===== src/rtl/pipe_ctrl.sv =====
// Pipeline sequencer for the 5-stage MIPS32 core: merges stage stall requests,
// sequences exception flushes, and runs a stall watchdog plus stall-cycle counter.
module pipe_ctrl #(
    parameter int unsigned STALL_TIMEOUT = 1024,
    parameter int unsigned WDOG_W        = 16,
    parameter int unsigned PERF_W        = 32
) (
    input  logic              clk,
    input  logic              rst,
    input  logic              stallreq_id,
    input  logic              stallreq_ex,
    input  logic              stallreq_mem,
    input  logic              excp_req,
    input  logic [31:0]       excp_vector,
    input  logic              timeout_clr,
    output logic [5:0]        stall,
    output logic              flush,
    output logic [31:0]       new_pc,
    output logic              excp_ack,
    output logic              stall_timeout,
    output logic [PERF_W-1:0] stall_cycles
);

    localparam logic [0:0] RUN   = 1'b0;
    localparam logic [0:0] FLUSH = 1'b1;

    localparam logic [WDOG_W-1:0] WDOG_MAX = WDOG_W'(STALL_TIMEOUT);

    logic [0:0]        state;
    logic [WDOG_W-1:0] wdog;
    logic              stalled;
    logic              accept;

    // Highest requesting stage wins; nothing is held while flushing or in reset.
    always_comb begin
        stall = '0;
        if (!rst && state == RUN) begin
            if (stallreq_mem)
                stall = 6'b011111;
            else if (stallreq_ex)
                stall = 6'b001111;
            else if (stallreq_id)
                stall = 6'b000111;
        end
    end

    assign stalled = (stall != '0);
    assign accept  = (state == RUN) && excp_req && !stallreq_mem;

    always_ff @(posedge clk or posedge rst) begin
        if (rst) begin
            state    <= RUN;
            flush    <= 1'b0;
            excp_ack <= 1'b0;
            new_pc   <= '0;
        end else begin
            case (state)
                RUN: begin
                    if (accept) begin
                        state    <= FLUSH;
                        new_pc   <= excp_vector;
                        flush    <= 1'b1;
                        excp_ack <= 1'b1;
                    end else begin
                        flush    <= 1'b0;
                        excp_ack <= 1'b0;
                    end
                end
                default: begin
                    state    <= RUN;
                    flush    <= 1'b0;
                    excp_ack <= 1'b0;
                end
            endcase
        end
    end

    always_ff @(posedge clk or posedge rst) begin
        if (rst) begin
            wdog          <= '0;
            stall_timeout <= 1'b0;
            stall_cycles  <= '0;
        end else begin
            stall_cycles <= stall_cycles + PERF_W'(stalled);
            // Clear takes priority over a timeout landing on the same edge.
            if (timeout_clr) begin
                wdog          <= '0;
                stall_timeout <= 1'b0;
            end else if (stalled) begin
                if (wdog != WDOG_MAX)
                    wdog <= wdog + 1'b1;
                if (wdog == WDOG_MAX - 1'b1)
                    stall_timeout <= 1'b1;
            end else begin
                wdog <= '0;
            end
        end
    end

endmodule

===== config.mk =====
export PLATFORM = sky130hd
export DESIGN_NAME = pipe_ctrl
export DESIGN_NICKNAME = d
export VERILOG_FILES = /design/src/rtl/pipe_ctrl.sv
export SDC_FILE = /design/constraint.sdc
export NUM_CORES = 1
export LEC_CHECK = 0
export BUFFER_PORTS_ARGS = -buffer_cell sky130_fd_sc_hd__buf_4
export CAP_MARGIN = 10
export CORE_MARGIN = 1
export CORE_UTILIZATION = 40
export DETAILED_ROUTE_END_ITERATION = 6
export HOLD_SLACK_MARGIN = 0.02
export PLACE_DENSITY = 0.75
export SYNTH_ARGS = -nofsm -noshare
export SYNTH_HDL_FRONTEND = slang
export SYNTH_SLANG_ARGS = --single-unit

===== constraint.sdc =====
create_clock -name clk -period 2.2 [get_ports clk]
set_input_delay 0.11 -clock clk [delete_from_list [all_inputs] [get_ports clk]]
set_output_delay 0.11 -clock clk [all_outputs]
set_load 0.01 [all_outputs]

==> reports/qor.csv <==
stage,metric,value,unit
global_routing,grt-ovfl-total,0,
drt,first_pass_iters,6,
floorplan,num_rows,34,
clock_tree,clkSinkCount,82,
worst_setup_path,cp-end-kind,flip-flop,
global_routing,track_usage,18.47,%
sta,finalHoldViolations,0,
place,dpl.hpwl,5.428,mm
drt,drcViolationCount,4,
place,placed_cell_area,4633,um2
global_routing,busiest_layer,met2,
floorplan,core_area,8806,um2
floorplan,io_pins,112,
global_routing,grt_util_met1,23.74,%
pwr,total_power,3.667,mW
finish,finalNetCount,491,
worst_setup_path,start_kind,input pin,
synth,yosys_warnings,0,
place,dp_slack,0.2573,ns
pwr,peakVddDrop,0.4434,mV
finish,final_cell_mix,"buf_4, dfrtp_1, dlygate4sd3_1",
worst_setup_path,crit_chain,dlygate4sd3_1 > buf_4 > nor3_1 > ha_1 > ha_1 > nand4_2 > buf_4 > nor4_1 > xor2_1,
drt,drt_iter0_markers,133,
sta,fin_crit_sh,92.61,%
drt,antenna_left,0,
outcome,status,"complete, but fails checks",
sta,max_freq,490.8,MHz
sta,tns,0,ns
pwr,comb_power_share,20.0,%
hold_path,hp-class,input pin to flip-flop,
place,place_congestion,0.7762,
pwr,p_per_area,706.8,nW/um2
finish,n_antenna_cell,0,
clock_tree,cts_setup_buffers,0,
worst_setup_path,cp_slowest_cell,dlygate4sd3_1,
drt,vias,2829,
worst_setup_path,critPathMaxStageDelay,0.53,ns
floorplan,start_util,41.65,%
synth,synth_cells,299,
global_routing,grt_util_met2,30.66,%
synth,synth_fp_nets,342,
global_routing,antenna_found_initial,0,
drt,routedWlPerCell,14.57,um
drt,wl,8.176,mm
floorplan,die_area,9555,um2
flow_run,cap_violations,0,
worst_setup_path,reg2reg_setup_slack,0.26,ns
worst_setup_path,critPathArrivalTime,2.31,ns
sta,fin_ws,0.1627,ns
synth,synth_area,3667,um2
sta,rsz0062_at_grt,false,
finish,final_area,5187,um2
clock_tree,htreeDepth,3,
clock_tree,clock_latency,0.35,ns
synth,synth_cell_types,37,
pwr,power_frac_seq,49.3,%
floorplan,die_h,97.75,um
clock_tree,cts_buffer_depth,2,
pwr,internal_power,2.637,mW
synth,yosysSeqAreaShare,55.95,%
finish,final_common_cell,buf_4,
pwr,power_frac_clock,30.8,%
synth,ys_ff_latch,82,
floorplan,die_x,97.75,um
drt,avgViaCountPerCell,5.043,
place,port_buffers,110,
clock_tree,numCtsBuffers,9,
sta,finalSetupViolCount,0,
sta,maxSlewViolCount,0,
finish,drive_gt1_share,39.74,%
global_routing,grt_pass1_vias,2940,
sta,timing.slew.headroom,48.31,%
worst_setup_path,path_max_fanout,6,
worst_setup_path,critPathRequiredTime,2.47,ns
clock_tree,cts_tree,done,
pwr,switching_share,28.08,%
synth,avgSynthCellArea,12.27,um2
finish,fin_cells,561,
pwr,p_switching,1.030,mW
sta,period_minus_slack,2.037,ns
finish,syn_to_final_growth,41.45,%
place,place_inst,510,
pwr,power_leakage,2.450,nW
outcome,violations,DRC,
sta,worstMarginPinSlew,0.7737,ns
sta,skew,0.01838,ns
global_routing,grt_pass1_wl,14.15,mm
worst_setup_path,crit_type,input pin to flip-flop,
clock_tree,cts_root_buffer,clkbuf_8,
clock_tree,path_clk_slew,0.09,ns
global_routing,met3_usage,4.366,%
global_routing,grt_max_degree,49,
## path summary, 6_finish.rpt
check                                  from          endpoint  depth (start not counted)
max in group asynchronous               rst          wdog[11]                          4
min                                excp_req             state                          2
min in group asynchronous               rst        new_pc[15]                          3
max                                     rst  stall_cycles[26]                          9
min reg2reg                stall_cycles[31]  stall_cycles[31]                          1
max reg2reg                           state  stall_cycles[26]                          7
## final cells by class
class                   count  area, um2
fillers                   714       3618
flip-flops and latches     82       2052
multi-input cells         196       1513
repair buffers            152       1254
well taps                 108      135.1
clock buffers               9      123.9
clock inverters             7      80.08
inverters                   7      30.03
## worst max-delay path: cells and delay by family
family	cells	cell delay, ns
simple gates	3	0.65
xor+xnor	1	0.18
buf+inv	3	0.91
fa+ha+maj	2	0.46
## per-stage QoR
step	utilization [%]	hold slack, ns
floorplan	-	0.1764
global placement	52.61	0.2754
detailed placement	52.61	0.2778
CTS	58.91	0.07984
global route	58.91	0.07310
finish	58.91	0.09449
## metal layers
metal / wire (um) / share of wire (%)
met5: 0 / 0
met4: 62 / 0.76
met3: 413 / 5.1
met2: 4031 / 49
met1: 3669 / 45
## power by group through the flow
stage,clock (mW),combinational (mW),sequential (mW)
floorplan,0,0.223,1.89
global placement,0,0.677,1.82
detailed placement,0,0.689,1.83
CTS,1.17,0.739,1.81
global route,1.24,0.798,1.84
finish,1.13,0.733,1.81
## cell usage after synthesis
cell	instances	area share (%)
buf_2	4	0.55
nor2_1	17	1.7
nand2_1	14	1.4
and2_1	1	0.17
nor3_1	13	1.8
nor4b_1	2	0.48
ha_1	4	1.4
and4_4	1	0.31
a21oi_1	5	0.68
nand2b_1	2	0.34
nor3b_1	1	0.20
or3_1	3	0.51
and4_2	1	0.27
dfrtp_1	82	56
a41oi_1	1	0.24
buf_6	1	0.31
nor4_1	7	1.2
nor4_2	5	1.7
mux2_2	32	9.8
clkbuf_1	3	0.31
nand4_4	2	1.2
nor3b_2	1	0.34
inv_1	7	0.72
mux2i_1	1	0.27
or2_2	1	0.17
xor2_1	27	6.4
clkbuf_2	2	0.27
or3b_2	1	0.24
o21ai_0	3	0.41
and3_1	3	0.51
and4_1	7	1.7
buf_4	4	0.82
nand3_1	16	2.2
conb_1	1	0.10
nand4_2	2	0.68
xnor2_1	13	3.1
nand4_1	9	1.5
## timing repair
item                       CTS  global route
gates resized for setup      0             0
hold endpoints to repair    68             0
hold buffers                35             0
setup endpoints to repair    0             0
## kinds of logic after synthesis
family	Yosys count	synth area share (%)
simple gates	109	18.63
mux	33	10.10
other cells	1	0.1023
buf+inv	21	2.968
flops	82	55.95
fa+ha+maj	4	1.365
compound gates	9	1.330
xor+xnor	40	9.553
## sequential cells by signal (all words and copies together), names as in the netlist
name and count:
state 1, stall_cycles 32, wdog 16, stall_timeout 1, new_pc 32
Note: power is estimated with default switching activity, not from simulation.
